<file path="src/rtl/vector_load_sequencer.sv">
// Vector load sequencer: fetches up to NELEM elements from data memory one
// request at a time, assembles them into a bundle and writes the bundle to a
// vector register with a single-cycle write strobe.
module vector_load_sequencer #(
    parameter int DW    = 32,
    parameter int NELEM = 8,
    parameter int AW    = 32
) (
    input  logic          clk,
    input  logic          rst,
    input  logic          start,
    input  logic [AW-1:0] base_addr,
    input  logic [AW-1:0] stride,
    input  logic [31:0]   vlen,
    input  logic [4:0]    vd,
    output logic          mem_req,
    output logic [AW-1:0] mem_addr,
    input  logic          mem_ack,
    input  logic [DW-1:0] mem_rdata,
    output logic [DW-1:0] write_data_v0,
    output logic [DW-1:0] write_data_v1,
    output logic [DW-1:0] write_data_v2,
    output logic [DW-1:0] write_data_v3,
    output logic [DW-1:0] write_data_v4,
    output logic [DW-1:0] write_data_v5,
    output logic [DW-1:0] write_data_v6,
    output logic [DW-1:0] write_data_v7,
    output logic          VRegWrite,
    output logic [4:0]    write_addr,
    output logic          busy,
    output logic          done,
    output logic          err
);

    localparam int IW = (NELEM > 1) ? $clog2(NELEM) : 1;
    localparam int NW = $clog2(NELEM + 1);
    localparam logic [4:0] VD_MAX = 5'd2;

    typedef enum logic [1:0] {
        ST_IDLE = 2'd0,
        ST_REQ  = 2'd1,
        ST_WB   = 2'd2
    } state_t;

    // Effective element count: requested length clamped to the register size.
    function automatic logic [NW-1:0] clamp_len(input logic [31:0] len);
        logic [NW-1:0] r;
        if (len > 32'(NELEM)) begin
            r = NW'(NELEM);
        end else begin
            r = len[NW-1:0];
        end
        return r;
    endfunction

    state_t                   state_r, state_nxt_s;
    logic [AW-1:0]            stride_r, stride_nxt_s;
    logic [AW-1:0]            mem_addr_r, mem_addr_nxt_s;
    logic [4:0]               vd_r, vd_nxt_s;
    logic [4:0]               write_addr_r, write_addr_nxt_s;
    logic [NW-1:0]            n_r, n_nxt_s;
    logic [IW-1:0]            idx_r, idx_nxt_s;
    logic [NELEM-1:0][DW-1:0] elem_r, elem_nxt_s;
    logic                     mem_req_r, mem_req_nxt_s;
    logic                     vreg_write_r, vreg_write_nxt_s;
    logic                     busy_r, busy_nxt_s;
    logic                     done_r, done_nxt_s;
    logic                     err_r, err_nxt_s;

    logic [NW-1:0]            n_start_s;
    logic                     vd_bad_s;
    logic                     accept_s;
    logic                     launch_s;
    logic                     ack_s;
    logic                     last_s;

    assign n_start_s = clamp_len(vlen);
    assign vd_bad_s  = (vd > VD_MAX);
    // A start is only seen in IDLE; anything arriving while busy is dropped.
    assign accept_s  = start && (state_r == ST_IDLE);
    assign launch_s  = accept_s && !vd_bad_s && (n_start_s != {NW{1'b0}});
    // Acks only count while a request is actually outstanding.
    assign ack_s     = mem_req_r && mem_ack && (state_r == ST_REQ);
    assign last_s    = (NW'(idx_r) == (n_r - NW'(1'b1)));

    // State register with synchronous reset.
    always_ff @(posedge clk) begin
        if (rst) begin
            state_r <= ST_IDLE;
        end else begin
            state_r <= state_nxt_s;
        end
    end

    // Next-state logic.
    always_comb begin
        state_nxt_s = state_r;
        case (state_r)
            ST_IDLE: begin
                if (launch_s) begin
                    state_nxt_s = ST_REQ;
                end else begin
                    state_nxt_s = ST_IDLE;
                end
            end
            ST_REQ: begin
                if (ack_s && last_s) begin
                    state_nxt_s = ST_WB;
                end else begin
                    state_nxt_s = ST_REQ;
                end
            end
            ST_WB: begin
                state_nxt_s = ST_IDLE;
            end
            default: begin
                state_nxt_s = ST_IDLE;
            end
        endcase
    end

    // Next values of the datapath and of every registered output.
    always_comb begin
        stride_nxt_s     = stride_r;
        mem_addr_nxt_s   = mem_addr_r;
        vd_nxt_s         = vd_r;
        write_addr_nxt_s = write_addr_r;
        n_nxt_s          = n_r;
        idx_nxt_s        = idx_r;
        elem_nxt_s       = elem_r;
        mem_req_nxt_s    = mem_req_r;
        vreg_write_nxt_s = 1'b0;
        busy_nxt_s       = busy_r;
        done_nxt_s       = 1'b0;
        err_nxt_s        = 1'b0;
        case (state_r)
            ST_IDLE: begin
                if (accept_s) begin
                    stride_nxt_s   = stride;
                    mem_addr_nxt_s = base_addr;
                    vd_nxt_s       = vd;
                    n_nxt_s        = n_start_s;
                    idx_nxt_s      = {IW{1'b0}};
                    elem_nxt_s     = {(NELEM*DW){1'b0}};
                    if (vd_bad_s) begin
                        err_nxt_s     = 1'b1;
                        done_nxt_s    = 1'b1;
                        mem_req_nxt_s = 1'b0;
                        busy_nxt_s    = 1'b0;
                    end else if (n_start_s == {NW{1'b0}}) begin
                        done_nxt_s    = 1'b1;
                        mem_req_nxt_s = 1'b0;
                        busy_nxt_s    = 1'b0;
                    end else begin
                        mem_req_nxt_s = 1'b1;
                        busy_nxt_s    = 1'b1;
                    end
                end else begin
                    mem_req_nxt_s = 1'b0;
                    busy_nxt_s    = 1'b0;
                end
            end
            ST_REQ: begin
                busy_nxt_s = 1'b1;
                if (ack_s) begin
                    elem_nxt_s[idx_r] = mem_rdata;
                    if (last_s) begin
                        mem_req_nxt_s    = 1'b0;
                        vreg_write_nxt_s = 1'b1;
                        write_addr_nxt_s = vd_r;
                        done_nxt_s       = 1'b1;
                    end else begin
                        mem_req_nxt_s  = 1'b1;
                        idx_nxt_s      = idx_r + IW'(1'b1);
                        mem_addr_nxt_s = mem_addr_r + stride_r;
                    end
                end else begin
                    mem_req_nxt_s = 1'b1;
                end
            end
            ST_WB: begin
                mem_req_nxt_s = 1'b0;
                busy_nxt_s    = 1'b0;
            end
            default: begin
                mem_req_nxt_s = 1'b0;
                busy_nxt_s    = 1'b0;
            end
        endcase
    end

    // Datapath and output registers with synchronous reset.
    always_ff @(posedge clk) begin
        if (rst) begin
            stride_r     <= {AW{1'b0}};
            mem_addr_r   <= {AW{1'b0}};
            vd_r         <= 5'd0;
            write_addr_r <= 5'd0;
            n_r          <= {NW{1'b0}};
            idx_r        <= {IW{1'b0}};
            elem_r       <= {(NELEM*DW){1'b0}};
            mem_req_r    <= 1'b0;
            vreg_write_r <= 1'b0;
            busy_r       <= 1'b0;
            done_r       <= 1'b0;
            err_r        <= 1'b0;
        end else begin
            stride_r     <= stride_nxt_s;
            mem_addr_r   <= mem_addr_nxt_s;
            vd_r         <= vd_nxt_s;
            write_addr_r <= write_addr_nxt_s;
            n_r          <= n_nxt_s;
            idx_r        <= idx_nxt_s;
            elem_r       <= elem_nxt_s;
            mem_req_r    <= mem_req_nxt_s;
            vreg_write_r <= vreg_write_nxt_s;
            busy_r       <= busy_nxt_s;
            done_r       <= done_nxt_s;
            err_r        <= err_nxt_s;
        end
    end

    assign mem_req       = mem_req_r;
    assign mem_addr      = mem_addr_r;
    assign VRegWrite     = vreg_write_r;
    assign write_addr    = write_addr_r;
    assign busy          = busy_r;
    assign done          = done_r;
    assign err           = err_r;
    assign write_data_v0 = elem_r[0];
    assign write_data_v1 = elem_r[1];
    assign write_data_v2 = elem_r[2];
    assign write_data_v3 = elem_r[3];
    assign write_data_v4 = elem_r[4];
    assign write_data_v5 = elem_r[5];
    assign write_data_v6 = elem_r[6];
    assign write_data_v7 = elem_r[7];

endmodule

</file>
<file path="config.mk">
export PLATFORM = sky130hd
export DESIGN_NAME = vector_load_sequencer
export DESIGN_NICKNAME = d
export VERILOG_FILES = /design/src/rtl/vector_load_sequencer.sv
export SDC_FILE = /design/constraint.sdc
export NUM_CORES = 1
export LEC_CHECK = 0
export CORE_AREA = 2 2 241 243
export DETAILED_ROUTE_END_ITERATION = 10
export DIE_AREA = 0 0 243 245
export SETUP_SLACK_MARGIN = 0.3
export SYNTH_ARGS = -nofsm -noshare
export SYNTH_HDL_FRONTEND = slang
export SYNTH_SLANG_ARGS = --single-unit
</file>
<file path="constraint.sdc">
create_clock -name clk -period 6.1 [get_ports clk]
set_input_delay 0.915 -clock clk [delete_from_list [all_inputs] [get_ports clk]]
set_output_delay 0.915 -clock clk [all_outputs]
set_load 0.005 [all_outputs]
</file>
==> results.toml, run 1 <==
[status]
status = "finished clean"

[min_path]
hold_path_depth = 2
whs_endpoint = "write_addr[3]"
hp-class = "register to register"
hp-start = "vd_r[3]"

[logic_synthesis]
synth_flop_cell = "dfxtp_1"
synth_top_area_share = 0.4884
synthDistinctLibCells = 69
async_reset_ff_frac = 0
synth-xor-area-share = 0.01491
synth-edff-count = 0
yosysSeqAreaShare = 0.4884
ys_ff_latch = 344
synth_top_cell_by_area = "dfxtp_1"
syn-instance-count = 1640
yosys.area_share.adder = 0.03070
syn-num-nets = 1811
muxShareOfSynthArea = 0.004348
synth_top_family_by_area = "compound AO/OA/AOI/OAI gates"
avgSynthCellArea_um2 = 8.598
synth-simple-area-share = 0.1800
synth_common_cells = "dfxtp_1 (344), nor2_1 (305), a22oi_1 (259)"
synth_compound_area_frac = 0.2340
ys.warnings.count = 0
synth_area_leaders = "dfxtp_1 (49%), a22oi_1 (14%), nor2_1 (8.1%)"
synth_area_mm2 = 0.01410
yosysMostFrequentCell = "dfxtp_1"

[die]
row_count = 88
core-area_mm2 = 0.05703
die_w_um = 243
die_y_um = 245
fp.dieArea_mm2 = 0.05954
io_pins = 435
start_util = 0.2472

[global_route]
antenna_found_initial = 1
grt_overflow = 0
grt_pass1_wl_mm = 86.51
use_met1 = 0.2295
busiest_layer = "met2"
grt_max_degree = 207
first_global_vias = 13570
grtUsageTotal = 0.1881
grtUsageMet3 = 0.06527
met2_usage = 0.3127

[worst_setup_path]
arrival_ns = 4.06
critPathRequiredTime_ns = 6.54
path_max_fanout = 46
reg2reg_depth = 7
r2r_slack_ns = 2.86
end_kind = "register"
critPathKind = "input pin to register"
reg2reg_from = "state_r[0]"
start_kind = "input pin"
rr_endpoint = "mem_addr[24]"

[place]
place.gp.congestion = 0.8794
place.port_buffers = 434
dp.final_hpwl_mm = 39.34
dpl_cell_area_mm2 = 0.01911

[power]
clock_power_share = 0.471
power.switching_fraction = 0.2564
p_seq_frac = 0.436
internal_power_w = 0.003942
power.switching_w = 0.001359
p_leak_nw = 7.323
comb_power_share = 0.093
powerDensity_mw_per_mm2 = 258.8
ir_worst_vdd_mv = 0.1799

[route]
routed_wl_mm = 58.91
wl_per_cell_um = 21.24
drt-initial-drc-count = 936
first_pass_iters = 6
drc_errors = 0
num_vias = 13860
viasPerCell = 4.997
ant_nets = 0

[cts]
clk_latency_ns = 0.57
cts_buffers = 42
cts-hold-fix-buffers = 0
cts_tree = "yes"
htreeDepth = 2
cts-root-buf = "clkbuf_16"
cts_sinks = 344
post_cts_buffers = 0
cts_resized = 0
path_clk_slew_ns = 0.05
clockBufferDepth = 3

[cells_and_area]
syn2layout_area_growth_pct = 45.24
drive_gt1_frac = 0.06026
num-nets-final = 2151
num_antenna_cells = 0
design_area_mm2 = 0.02048

[flow_run]
maxCapViolCount = 0

[timing]
slew_headroom = 0.1308
clock.fmax_mhz = 276.3
skew_ns = 0.02922
setup_viol = 0
tightest_slew_ns = 1.304
rsz0062_at_grt = "false"
finalCriticalPeriod_ns = 3.619
drv_slew = 0
fin_crit_sh = 0.5932
hold_violations = 0
tns_ns = 0
## layer usage
layer / vias up / part of all wire
met3: 84 / 0.098
met5: - / 0
met4: 0 / 0.023
met1: 6694 / 0.41
li1: 6474 / -
met2: 605 / 0.47
## critical path, stage by stage
cell	delay (ns)
clkdlybuf4s50_1	0.48
nand2b_1	0.15
a21oi_2	0.89
o31a_2	0.30
buf_4	0.44
nand2_4	0.15
or4_1	0.51
and3_1	0.19
## per-stage QoR
step / total power [W] / cells / setup WS [ns] / utilization / hold slack, ns
floorplan: 0.002598 / 1640 / 3.492 / - / 0.4321
global placement: 0.002844 / 2701 / 1.935 / 0.3350 / 0.4416
detailed placement: 0.002849 / 2701 / 1.915 / 0.3350 / 0.4486
CTS: 0.005364 / 2773 / 2.535 / 0.3591 / 0.4539
global route: 0.005485 / 2773 / 2.266 / 0.3591 / 0.4721
finish: 0.005301 / 2773 / 2.481 / 0.3591 / 0.4548
## how the worst max path moves through the flow
stage	startpoint	end	slack, ns	cells past startpoint
3_5_place_dp	start	mem_addr[25]	1.92	8
2_1_floorplan	mem_addr[0]	mem_addr[24]	3.49	10
4_1_cts	start	mem_addr[25]	2.53	8
5_1_grt	start	mem_addr[25]	2.27	8
3_3_place_gp	start	mem_addr[31]	1.94	9
6_report	start	mem_addr[24]	2.48	8
## state kept, by name, indices dropped and copies added, names as in the netlist, 4 cells and up
signal / cells
stride_r: 32
write_data_v2: 32
vd_r: 5
n_r: 4
write_data_v6: 32
write_data_v7: 32
write_data_v3: 32
write_data_v1: 32
mem_addr: 32
write_addr: 5
write_data_v5: 32
write_data_v0: 32
write_data_v4: 32
## cell usage in the layout, fill, tap and decap left out, drive strengths merged, types with 20 or more instances in the layout
master and count:
a21oi 82, clkbuf 60, and2 35, ha 33
buf 22, clkdlybuf4s50 433, a22oi 259, o21ai 34
nor2 306, nor3 20, nand2 154, dfxtp 344
## final cells by class
cell class	count	area (um2)
well taps	765	957.2
fillers	5906	36550
flip-flops and latches	344	6887
repair buffers	455	4519
multi-input cells	1122	6686
clock inverters	12	176.4
clock buffers	60	1199
inverters	15	56.30
## power by group through the flow
stage	Clock (W)	Sequential, W	Combinational (W)
final	0.00250	0.00231	0.000491
after global routing	0.00264	0.00231	0.000529
after CTS	0.00256	0.00231	0.000491
after detailed placement	0	0.00236	0.000488
after global placement	0	0.00236	0.000484
after floorplan	0	0.00235	0.000248
## cell families (layout without fill, tap and decap cells)
kind of cell,count (synthesis),count (layout)
multiplexers,6,6
adder cells (fa/ha/maj),34,34
AO/OA/AOI/OAI,468,468
XOR/XNOR,24,24
flip-flops,344,344
AND/OR/NAND/NOR,590,590
buffers and inverters,174,542
No activity file was read; power rests on OpenSTA's default activity.
==> run 2: changes to the inputs <==
Clock period 6.1 ns to 3 ns, I/O delays scaled along.
==> run 2 against run 1 <==
  * Sequential cell count stayed put
  * Via count up 0.64%
  * Combinational power grew 110%
  * Non-clock buffer count is 11 higher
  * Clock power increased by 110%
  * Register-to-register slack worse by 2.5 ns
  * Sequential power increased by 100%
  * Highest routed layer unchanged
==> results.toml, run 2 (synthesized netlist as in run 1, its figures left out) <==
[cells_and_area]
num-nets-final = 2161
drive_gt1_frac = 0.07182
final_cell_mix = "clkdlybuf4s50_1 (433), dfxtp_1 (343), nor2_1 (302)"
num_antenna_cells = 0
fin_cells = 2784
syn2layout_area_growth_pct = 46.50
final_common_cell = "clkdlybuf4s50_1"
fillers = 5878

[cts]
cts-root-buf = "clkbuf_16"
cts_sinks = 344
htreeDepth = 2
cts_tree = "yes"
cts_buffers = 41
clockBufferDepth = 3
post_cts_buffers = 0
clk_latency_ns = 0.58
path_clk_slew_ns = 0.06

[global_route]
use_met1 = 0.2310
met2_usage = 0.3095
grtUsageTotal = 0.1881
busiest_layer = "met2"
grt_max_degree = 187
grt_overflow = 0
first_global_vias = 14050
antenna_found_initial = 0
grtUsageMet3 = 0.06079
grt_pass1_wl_mm = 86.78

[status]
status = "finished clean"

[worst_setup_path]
arrival_ns = 3.08
critPathRequiredTime_ns = 3.46
crit_path_cell_trace = "ha_2 -> inv_1 -> fa_2 -> nor2b_4 -> o2111a_2 -> a211oi_4 -> o31ai_4 -> a21oi_2 -> or4_1 -> and3_1"
rr_endpoint = "mem_addr[24]"
start_kind = "register"
reg2reg_depth = 10
slowest_stage = "or4_1"
reg2reg_from = "mem_addr[0]"
r2r_slack_ns = 0.38
end_kind = "register"
path_max_fanout = 4
critPathKind = "register to register"
cpPeakStageDelay_ns = 0.49

[power]
internal_power_w = 0.008134
clock_power_share = 0.479
p_leak_nw = 7.416
power.switching_fraction = 0.2570
ir_worst_vdd_mv = 0.4754
power.switching_w = 0.002814
powerDensity_mw_per_mm2 = 530.0
p_seq_frac = 0.429
comb_power_share = 0.092

[route]
routed_wl_mm = 58.49
num_vias = 13950
drc_errors = 0
first_pass_iters = 6
ant_nets = 0
viasPerCell = 5.009
wl_per_cell_um = 21.01
drt-initial-drc-count = 997

[timing]
slew_headroom = 0.2209
fin_crit_sh = 0.8732
rsz0062_at_grt = "true"
skew_ns = 0.02553
finalCriticalPeriod_ns = 2.619
hold_violations = 0
setup_viol = 0
tightest_slew_ns = 1.164
tns_ns = 0
drv_slew = 0
clock.fmax_mhz = 381.8

[die]
io_pins = 435
start_util = 0.2472
core-area_mm2 = 0.05703
fp.dieArea_mm2 = 0.05954
row_count = 88
die_w_um = 243
die_y_um = 245

[min_path]
whs_endpoint = "mem_addr[7]"
hold_path_depth = 2
hp-class = "input pin to register"
hp-start = "rst"

[place]
place.port_buffers = 434
dp_cells = 2712
dp.final_hpwl_mm = 39.91
place.gp.congestion = 0.8420

[flow_run]
maxCapViolCount = 0
-- run 2: cell types whose count changed in the layout (fill, tap and decap cells not counted), sizes merged --
cell / previous run / this run
buf: 22 / 33
clkbuf: 60 / 53
clkinv: 8 / 12
bufinv: 2 / 4
inv: 15 / 16
-- run 2: layout make-up --
cell class	instances	area, um2	area share
sequential	344	6888	0.3334
multi-input combinational	1122	6720	0.3253
timing repair buffer	466	4631	0.2242
clock buffer	53	1151	0.05572
tap	765	957.2	0.04633
clock inverter	19	255.2	0.01236
inverter	15	56.30	0.002725
-- run 2: what timing repair did --
item,CTS,global route
hold buffers,0,0
pin swaps,1,2
resized for setup,3,7
endpoints found under the setup margin,2,9
-- run 2: how the worst max path moves through the flow --
stage,cells past startpoint,slack (ns),startpoint,endpoint
after floorplan,10,0.39,mem_addr[0],mem_addr[24]
after global placement,10,0.28,mem_addr[0],mem_addr[24]
after detailed placement,10,0.24,mem_addr[0],mem_addr[24]
after CTS,10,0.29,mem_addr[0],mem_addr[26]
after global routing,10,0.29,n_r[0],mem_addr[30]
final,10,0.38,mem_addr[0],mem_addr[24]
-- run 2: stage by stage --
stage	cell area [um2]	total power (W)	utilization	hold slack (ns)	worst slack, ns
detailed placement	19210	0.005800	0.3369	0.4474	0.2435
CTS	20640	0.01106	0.3618	0.2951	0.2911
global placement	19210	0.005789	0.3369	0.4426	0.2847
finish	20660	0.01095	0.3622	0.3295	0.3805
global route	20660	0.01132	0.3622	0.3465	0.2893
floorplan	14100	0.005282	-	0.4321	0.3919
-- run 2: critical path, delay by kind of cell, from the launching register on --
| family | cells | cell delay [ns] |
|---|---|---|
| DFF | 1 | 0.34 |
| AOI/OAI and AO/OA | 4 | 0.71 |
| and+or+nand+nor | 3 | 0.82 |
| adders and majority gates | 2 | 0.56 |
| buffers and inverters | 1 | 0.06 |
-- run 2: power by group through the flow --
| stage | sequential [W] | combinational (W) | clock [W] |
|---|---|---|---|
| global route | 0.00470 | 0.00108 | 0.00553 |
| detailed placement | 0.00480 | 0.00100 | 0 |
| global placement | 0.00480 | 0.000994 | 0 |
| finish | 0.00470 | 0.00101 | 0.00524 |
| CTS | 0.00470 | 0.00101 | 0.00536 |
| floorplan | 0.00478 | 0.000504 | 0 |
-- run 2: layer usage --
metal,up-vias,part of all wire
met1,6757,0.41
met5,-,0
met2,577,0.46
met4,0,0.028
li1,6510,-
met3,101,0.093
